File: config.mk
export PLATFORM = sky130hd
export DESIGN_NAME = seven_seg_scan
export DESIGN_NICKNAME = d
export VERILOG_FILES = /design/src/rtl/seven_seg_pkg.sv /design/src/rtl/seven_seg_glyph.sv /design/src/rtl/seven_seg_scan.sv
export SDC_FILE = /design/constraint.sdc
export NUM_CORES = 1
export LEC_CHECK = 0
export BUFFER_PORTS_ARGS = -buffer_cell sky130_fd_sc_hd__buf_2
export CORE_MARGIN = 2
export CORE_UTILIZATION = 32
export CTS_CLUSTER_DIAMETER = 80
export DETAILED_ROUTE_END_ITERATION = 7
export GPL_TIMING_DRIVEN = 0
export MAX_ROUTING_LAYER = met4
export PLACE_DENSITY_LB_ADDON = 0.15
export SLEW_MARGIN = 5
export SYNTH_ARGS = -nofsm -noshare
export SYNTH_HDL_FRONTEND = slang
export SYNTH_SLANG_ARGS = --single-unit
File: constraint.sdc
create_clock -name clk -period 8 [get_ports clk]
set_clock_uncertainty 0.05 [all_clocks]
set_input_delay 0.8 -clock clk [delete_from_list [all_inputs] [get_ports clk]]
set_output_delay 0.8 -clock clk [all_outputs]
set_load 0.1 [all_outputs]
File: src/rtl/seven_seg_pkg.sv
// Shared constants for the multiplexed seven-segment scanner: active-low
// glyph patterns, the all-dark pattern and segment bit positions.
package seven_seg_pkg;

   // segment positions inside the 8-bit active-low pattern
   localparam int SEG_A  = 7;
   localparam int SEG_B  = 6;
   localparam int SEG_C  = 5;
   localparam int SEG_D  = 4;
   localparam int SEG_E  = 3;
   localparam int SEG_F  = 2;
   localparam int SEG_G  = 1;
   localparam int SEG_DP = 0;

   localparam logic [7:0] SGM_BLANK = 8'hFF;

   localparam logic [7:0] GLYPH_0 = 8'h03;
   localparam logic [7:0] GLYPH_1 = 8'h9F;
   localparam logic [7:0] GLYPH_2 = 8'h25;
   localparam logic [7:0] GLYPH_3 = 8'h0D;
   localparam logic [7:0] GLYPH_4 = 8'h99;
   localparam logic [7:0] GLYPH_5 = 8'h49;
   localparam logic [7:0] GLYPH_6 = 8'h41;
   localparam logic [7:0] GLYPH_7 = 8'h1F;
   localparam logic [7:0] GLYPH_8 = 8'h01;
   localparam logic [7:0] GLYPH_9 = 8'h09;
   localparam logic [7:0] GLYPH_A = 8'h11;
   localparam logic [7:0] GLYPH_B = 8'hC1;
   localparam logic [7:0] GLYPH_C = 8'h63;
   localparam logic [7:0] GLYPH_D = 8'h85;
   localparam logic [7:0] GLYPH_E = 8'h61;
   localparam logic [7:0] GLYPH_F = 8'h71;

   // indexed by nibble value
   localparam logic [15:0][7:0] GLYPH_TAB = {
      GLYPH_F, GLYPH_E, GLYPH_D, GLYPH_C, GLYPH_B, GLYPH_A, GLYPH_9, GLYPH_8,
      GLYPH_7, GLYPH_6, GLYPH_5, GLYPH_4, GLYPH_3, GLYPH_2, GLYPH_1, GLYPH_0
   };

endpackage

File: src/rtl/seven_seg_glyph.sv
// Combinational nibble + decimal-point to active-low segment pattern.
module seven_seg_glyph
   import seven_seg_pkg::*;
(
   input  logic [3:0] nib,
   input  logic       dp,
   output logic [7:0] sgm
);

   // table lookup, then pull the dp segment low when requested
   always_comb begin
      sgm = GLYPH_TAB[nib];
      if (dp) sgm[SEG_DP] = 1'b0;
   end

endmodule

File: src/rtl/seven_seg_scan.sv
// Time-multiplexed seven-segment driver: prescaled digit scan, per-frame
// input snapshot, leading-zero suppression, blink and forced blank.
module seven_seg_scan
   import seven_seg_pkg::*;
#(
   parameter int N_DIGITS     = 4,
   parameter int REFRESH_DIV  = 100000,
   parameter int BLINK_FRAMES = 64
) (
   input  logic                  clk,
   input  logic                  rst_n,
   input  logic                  en,
   input  logic [4*N_DIGITS-1:0] data,
   input  logic [N_DIGITS-1:0]   dp,
   input  logic [N_DIGITS-1:0]   blank,
   input  logic [N_DIGITS-1:0]   blink,
   input  logic                  lz_en,
   output logic [7:0]            sgm,
   output logic [N_DIGITS-1:0]   an,
   output logic                  frame_tick
);

   localparam int IW = (N_DIGITS > 1) ? $clog2(N_DIGITS) : 1;
   localparam int PW = $clog2(REFRESH_DIV);
   localparam int BW = (BLINK_FRAMES > 1) ? $clog2(BLINK_FRAMES) : 1;

   logic [PW-1:0]                presc;
   logic [IW-1:0]                idx;
   logic [BW-1:0]                bcnt;
   logic                         phase;
   logic                         primed;

   // frame snapshot
   logic [N_DIGITS-1:0][3:0]     s_data;
   logic [N_DIGITS-1:0]          s_dp, s_blank, s_blink;
   logic                         s_lz;

   // frame contents as seen by the output stage; on the very first enabled
   // cycle the snapshot is still empty, so the live inputs stand in for it
   logic [N_DIGITS-1:0][3:0]     v_data;
   logic [N_DIGITS-1:0]          v_dp, v_blank, v_blink;
   logic                         v_lz;

   logic [N_DIGITS-1:0]          supp;
   logic                         run;
   logic [N_DIGITS-1:0][7:0]     glyph, lane;
   logic [7:0]                   sel_sgm;
   logic [N_DIGITS-1:0]          an_nxt;
   logic                         term, wrap;

   assign v_data  = primed ? s_data  : data;
   assign v_dp    = primed ? s_dp    : dp;
   assign v_blank = primed ? s_blank : blank;
   assign v_blink = primed ? s_blink : blink;
   assign v_lz    = primed ? s_lz    : lz_en;

   assign term = (presc == PW'(REFRESH_DIV - 1));
   assign wrap = term && (idx == IW'(N_DIGITS - 1));

   // leading zeros: walk down from the top digit while nibbles stay zero;
   // digit 0 is never suppressed
   always_comb begin
      run  = 1'b1;
      supp = '0;
      for (int k = N_DIGITS - 1; k >= 0; k--) begin
         run = run & (v_data[k] == 4'h0);
         if (k != 0) supp[k] = v_lz & run;
      end
   end

   // per-digit pattern: blank and blink-off win over everything, a
   // suppressed digit keeps only its dp
   for (genvar g = 0; g < N_DIGITS; g++) begin : g_lane
      seven_seg_glyph u_glyph (
         .nib (v_data[g]),
         .dp  (v_dp[g]),
         .sgm (glyph[g])
      );
      assign lane[g] = (v_blank[g] || (phase && v_blink[g])) ? SGM_BLANK :
                       supp[g] ? {SGM_BLANK[7:1], ~v_dp[g]} : glyph[g];
   end

   // select the pattern and anode for the current index
   always_comb begin
      sel_sgm = SGM_BLANK;
      an_nxt  = '1;
      for (int k = 0; k < N_DIGITS; k++) begin
         if (idx == IW'(k)) begin
            sel_sgm   = lane[k];
            an_nxt[k] = 1'b0;
         end
      end
   end

   // scan state, snapshot, blink phase and registered outputs
   always_ff @(posedge clk) begin
      if (!rst_n) begin
         presc      <= '0;
         idx        <= '0;
         bcnt       <= '0;
         phase      <= 1'b0;
         primed     <= 1'b0;
         s_data     <= '0;
         s_dp       <= '0;
         s_blank    <= '0;
         s_blink    <= '0;
         s_lz       <= 1'b0;
         sgm        <= SGM_BLANK;
         an         <= '1;
         frame_tick <= 1'b0;
      end else if (!en) begin
         sgm        <= SGM_BLANK;
         an         <= '1;
         frame_tick <= 1'b0;
      end else begin
         sgm        <= sel_sgm;
         an         <= an_nxt;
         frame_tick <= wrap;
         if (!primed || wrap) begin
            primed  <= 1'b1;
            s_data  <= data;
            s_dp    <= dp;
            s_blank <= blank;
            s_blink <= blink;
            s_lz    <= lz_en;
         end
         if (term) begin
            presc <= '0;
            idx   <= wrap ? '0 : idx + IW'(1);
         end else begin
            presc <= presc + PW'(1);
         end
         if (wrap) begin
            if (bcnt == BW'(BLINK_FRAMES - 1)) begin
               bcnt  <= '0;
               phase <= ~phase;
            end else begin
               bcnt <= bcnt + BW'(1);
            end
         end
      end
   end

endmodule

==> results of run 1 <==
## layout make-up
type	instances	area, sq um
inverter	21	78.8
tap	180	225
fill	1470	8520
multi-input combinational	379	2890
sequential	69	1380
buffer	21	135
clock inverter	7	96.3
clock buffer	9	225
timing repair buffer	44	220
## sequential cells by signal (all words and copies together), names as in the netlist
register    count
s_lz            1
phase           1
s_blank         4
frame_tick      1
s_dp            4
an              4
primed          1
bcnt            6
s_data         16
idx             2
sgm             8
s_blink         4
presc          17
## cells by family after synthesis
group	Yosys count	share of synthesized area [%]
AOI/OAI and AO/OA	88	14.0
and+or+nand+nor	166	20.6
xor gates and xnor gates	21	4.10
buffers and inverters	42	4.77
muxes	73	17.1
DFF	69	30.8
adders and majority gates	31	8.65
## path summary, 6_finish.rpt
check / end / slack [ns] / cells past startpoint
hold / removal: bcnt[5] / 0.44 / 2
setup reg to reg: sgm[5] / 4.49 / 9
hold reg to reg: bcnt[5] / 0.44 / 2
setup / recovery: sgm[5] / 4.49 / 9
## through the flow
stage               cell area (sq um)  setup WS (ns)  total power, mW  hold WS, ns
global placement                 4930           4.56            0.558        0.417
floorplan                        4480           5.35            0.509        0.401
finish                           5250           4.49            0.991        0.441
detailed placement               4930           4.51            0.561        0.432
CTS                              5250           4.51             1.00        0.442
global route                     5250           4.24             1.04        0.474
## worst register-to-register path: cells and delay by family, from the launching register on
kind	cells	cell delay [ns]
simple gates	1	0.11
fa+ha+maj	1	0.35
mux	1	0.66
buf+inv	2	0.66
compound gates	4	1.14
flops	1	0.42
## power by group through the flow
stage / logic (mW) / registers [mW] / clock network, mW
global placement: 0.186 / 0.371 / 0
finish: 0.189 / 0.365 / 0.437
global route: 0.208 / 0.366 / 0.464
detailed placement: 0.189 / 0.372 / 0
floorplan: 0.121 / 0.388 / 0
CTS: 0.190 / 0.364 / 0.447
## synthesized netlist by cell type (5+ instances only)
master    count
dfxtp_1      69
mux2i_1      63
ha_1         31
nor2b_1      31
nand2_1      29
nor2_1       29
inv_1        21
nand3_1      18
xor2_1       16
a21oi_1      15
nor3_1       14
o21ai_0      14
a211oi_1     10
clkbuf_1      8
mux2_2        8
o22ai_1       7
nor4_1        6
o32ai_1       6
and2_1        5
buf_2         5
buf_4         5
xnor2_1       5
## layer usage
metal | global-route usage, % | share of wire (%) | routed length [um]
met5 | - | 0 | 0
met2 | 27.1 | 47 | 5610
met4 | 6.18 | 2.2 | 258
met3 | 4.04 | 5.6 | 672
met1 | 22.1 | 45 | 5360
==> results by group, run 1 <==
Outcome
  – Status: complete, no violations

Finish
  – Core Util, Final: 38.1%
  – Diode count: 0
  – Area growth, synth to finish: 17.1%
  – Commonest non-fill, non-tap cell in the layout: dfxtp_1
  – # nets final: 608
  – Commonest cells after routing, fill and taps aside: dfxtp_1, mux2i_1, buf_2
  – Post-Layout Cell Count: 730
  – Share of post-route cells with drive strength above 1: 17.5%

GRT
  – Total grt overflow: 0
  – Vias in the first global route: 3611
  – Initial antenna violation count: 0
  – Largest net degree at the start of global routing: 14
  – First-pass GRT wire length: 19300 um
  – Tot GR Track Use: ~17%

Power and ir drop
  – Switch share: 28.8%
  – PD cells: 189 nW/um^2
  – Psw: 0.285 mW
  – Power Internal: about 0.7 mW
  – Seq pwr share: between 30% and 40%
  – Leakage dissipation: 2.10 nW
  – Maximum VDD drop: 0.0738 mV
  – Comb pwr share: 19.1%
  – Clk pwr share: between 40% and 50%

Setup path
  – Critical Path End Type: flip-flop
  – Cells along the critical path: buf_4 -> buf_2 -> mux2i_1 -> ha_1 -> nand4b_1 -> o22a_1 -> o211ai_2 -> o32ai_1 -> o31ai_1
  – Crit path required time: 8.17 ns
  – Family with the most delay on the worst path: compound AO/OA/AOI/OAI gates
  – WP buf/inv: 2
  – CP arrival: 3.68 ns
  – Worst setup path startpoint: primed
  – CP Max Fanout: 10
  – CP Class: flip-flop to flip-flop
  – Crit path largest cell delay: 0.65 ns
  – Worst path slowest cell: mux2i_1
  – R2r startpoint: primed
  – Startpoint types: flip-flop

Floorplan
  – Die H: ~120 um
  – Die Area: 15000 sq um
  – Die X: 122 um
  – Io pins: 45
  – Core Region: 13800 sq um
  – Row Count: 43
  – Starting Density: about 33%

Clock tree
  – Cts hold-fix bufs: 0
  – Setup Fix Bufs, Post-CTS: 0
  – CTS clk-pin slew, worst paths: 0.06 ns
  – CTS Root Cell: clkbuf_16
  – TritonCTS clock tree: built
  – # clock sinks: ~70
  – Clk Latency, worst-skew pair: 0.34 ns
  – Clock Tree Buf Depth: 2
  – H-tree depth: 3
  – Post-cts gate resize count: 0
  – CTS buffer count: 9

Logic synthesis
  – Post-synth top flop: dfxtp_1
  – Top-area cell type share of the netlist area: 30.8%
  – Async S/R FF share, synth: 0%
  – Seq/Total Area, Yosys: 30.8%
  – Flops & latches, synth: roughly 70
  – EDFF count, synth: 0
  – Post-Syn Nets: about 550
  – Synthesized area: 4480 sq um
  – Cell count after synthesis: 490
  – Synth Warn #: 0
  – Synth top area cells: dfxtp_1, mux2i_1, ha_1
  – Post-synthesis cell type count: 64
  – Yosys top cell by area: dfxtp_1
  – Synthesized area per cell: 9.15 sq um

STA
  – Final period utilization: 43.8%
  – Max-slew violation count: 0
  – Max Fclk: around 290 MHz
  – Post-route setup TNS: 0 ns
  – Final min period: 3.51 ns
  – Final setup fails: 0
  – Worst-Margin Slew: between 0.7 and 0.8 ns
  – Count of final hold-check violations: 0
  – RSZ-0062 raised after global routing: no
  – Relative slew margins: 48.4%

Place
  – Hpwl dp: between 8000 and 9000 um
  – Buffers on Ports: 44
  – Placed insts: slightly above 700
  – Placer Congestion: 0.889

Worst hold path
  – Min-delay src: bcnt[5]
  – Tightest Hold Check Type: flip-flop to flip-flop

Detailed routing
  – Vias per inst: around 5.2
  – Initial DRC Count: 235
  – Drt total wl: 11900 um
  – TritonRoute pass-1 iters: 5
  – Antenna viol nets, final: 0
  – Via count: 3812
  – WL per Instance: 16.3 um
  – # DRC: 0

Run
  – Maxcap violations: 0
Power figures use the tool's default switching activity.
==> run 2: changes to the inputs <==
==> constraint.sdc (replaced) <==
create_clock -name clk -period 3.4 [get_ports clk]
set_clock_uncertainty 0.05 [all_clocks]
set_input_delay 0.34 -clock clk [delete_from_list [all_inputs] [get_ports clk]]
set_output_delay 0.34 -clock clk [all_outputs]
set_load 0.1 [all_outputs]
==> results by group, run 2 (synthesis results as in run 1) <==
Finish
  – Area growth, synth to finish: 17.9%
  – Commonest cells after routing, fill and taps aside: dfxtp_1, mux2i_1, buf_2
  – # nets final: around 610
  – Commonest non-fill, non-tap cell in the layout: dfxtp_1
  – Top flop regs: presc (17), s_data (16), sgm (8)
  – Max reg flops: 17
  – Post-Layout Cell Count: 730
  – Filler cells: 1465
  – Share of post-route cells with drive strength above 1: between 10% and 20%
  – Final Cell Area: roughly 5300 sq um
  – Reg with most FFs: presc
  – Diode count: 0

STA
  – Final period utilization: 93.9%
  – Worst-Margin Slew: 0.754 ns
  – Final min period: between 3 and 4 ns
  – Max-slew violation count: 0
  – Final setup fails: 0
  – Count of final hold-check violations: 0
  – Relative slew margins: 48.3%
  – Final hold slack: 0.226 ns
  – Max Fclk: 313 MHz

Outcome
  – Status: complete, no violations

Setup path
  – Worst setup path startpoint: primed
  – CP Class: flip-flop to flip-flop
  – CP arrival: 3.37 ns
  – Cell depth of the worst flop-to-flop path: 9
  – CP Max Fanout: 10
  – Crit path required time: 3.57 ns
  – Critical Path End Type: flip-flop
  – R2r startpoint: primed
  – Startpoint types: flip-flop

Clock tree
  – CTS Root Cell: clkbuf_16
  – Setup Fix Bufs, Post-CTS: 0
  – CTS buffer count: 9
  – # clock sinks: 69
  – Clock Tree Buf Depth: 2
  – Clk Latency, worst-skew pair: 0.34 ns
  – CTS clk-pin slew, worst paths: 0.06 ns
  – TritonCTS clock tree: built
  – H-tree depth: 3

Place
  – Placer Congestion: 0.889
  – Placed insts: 714
  – Dpl cell area: 4930 sq um
  – Hpwl dp: 8920 um
  – Buffers on Ports: 44

Floorplan
  – Starting Density: 32.5%
  – Io pins: 45
  – Die Area: 15000 sq um
  – Core Region: 13800 sq um
  – Die X: 122 um
  – Die H: ~120 um
  – Row Count: 43

Worst hold path
  – Min-delay src: data[5]
  – Tightest Hold Check Type: primary input to flip-flop
  – Hold Path Cell Cnt: 3

Power and ir drop
  – Leakage dissipation: about 2.1 nW
  – PD cells: 442 nW/um^2
  – Maximum VDD drop: 0.174 mV

Detailed routing
  – TritonRoute pass-1 iters: 4
  – Vias per inst: 5.20
  – Antenna viol nets, final: 0
  – WL per Instance: 16.3 um
  – # DRC: 0
  – Initial DRC Count: 210
  – Drt total wl: 11900 um
  – Via count: 3799

GRT
  – Vias in the first global route: 3612
  – Initial antenna violation count: 0
  – Total grt overflow: 0
  – First-pass GRT wire length: 19300 um
  – Largest net degree at the start of global routing: 14
  – Tot GR Track Use: between 10% and 20%

Run
  – Maxcap violations: 0
run 2: cell types whose count changed in the layout (fill, tap and decap cells not counted):
cell and delta:
mux2i_1 -2, mux2i_4 +2, buf_2 -1, clkbuf_4 +1, o211ai_2 -1, o211ai_4 +1
run 2: worst paths after layout:
check / to / slack (ns)
max: sgm[5] / 0.21
min: s_data[5] / 0.23
max reg2reg: sgm[5] / 0.21
min reg2reg: bcnt[5] / 0.44
run 2: routing by layer:
metal	global-route usage [%]	vias to the layer above	wire, um
met3	4.04	17	654
met5	-	-	0
li1	-	1888	-
met4	6.18	0	259
met1	22.1	1804	5370
met2	27.1	90	5600
run 2: final cells by class:
class	count	area, sq um	share of cell area [%]
plain buffers	21	138	2.60
clock buffers	9	225	4.26
clock inverters	7	96.3	1.82
inverters	21	78.8	1.49
multi-input cells	379	2920	55.3
flip-flops and latches	69	1380	26.1
well taps	180	225	4.26
repair buffers	44	220	4.17
run 2: where the power goes:
group | leakage (nW) | internal [mW] | switching, mW | total, mW
logic | 1.39 | 0.178 | 0.273 | 0.452
clock network | 0.160 | 0.646 | 0.380 | 1.03
registers | 0.563 | 0.839 | 0.0199 | 0.859
run 2: repair_timing:
action                                  4_1_cts  5_1_grt
endpoints found under the setup margin        6        7
resized for setup                             1        5
hold buffers                                  0        0
run 2: metrics by stage:
step	setup slack [ns]	power, mW	util (%)	TNS [ns]
final	0.209	2.34	38.4	0
after global routing	-0.00668	2.45	38.4	-0.00668
after global placement	-0.0443	1.31	35.8	-0.113
after floorplan	0.748	1.20	-	0
after CTS	0.0145	2.36	38.1	0
after detailed placement	-0.0885	1.32	35.8	-0.331
run 2: worst max-delay path, stage by stage (launching register included):
cell,delay [ns]
dfxtp_1,0.42
buf_4,0.24
buf_4,0.25
mux2i_1,0.56
ha_1,0.31
nor4b_1,0.26
o221ai_1,0.22
o211ai_4,0.34
o32ai_1,0.14
o31ai_1,0.29
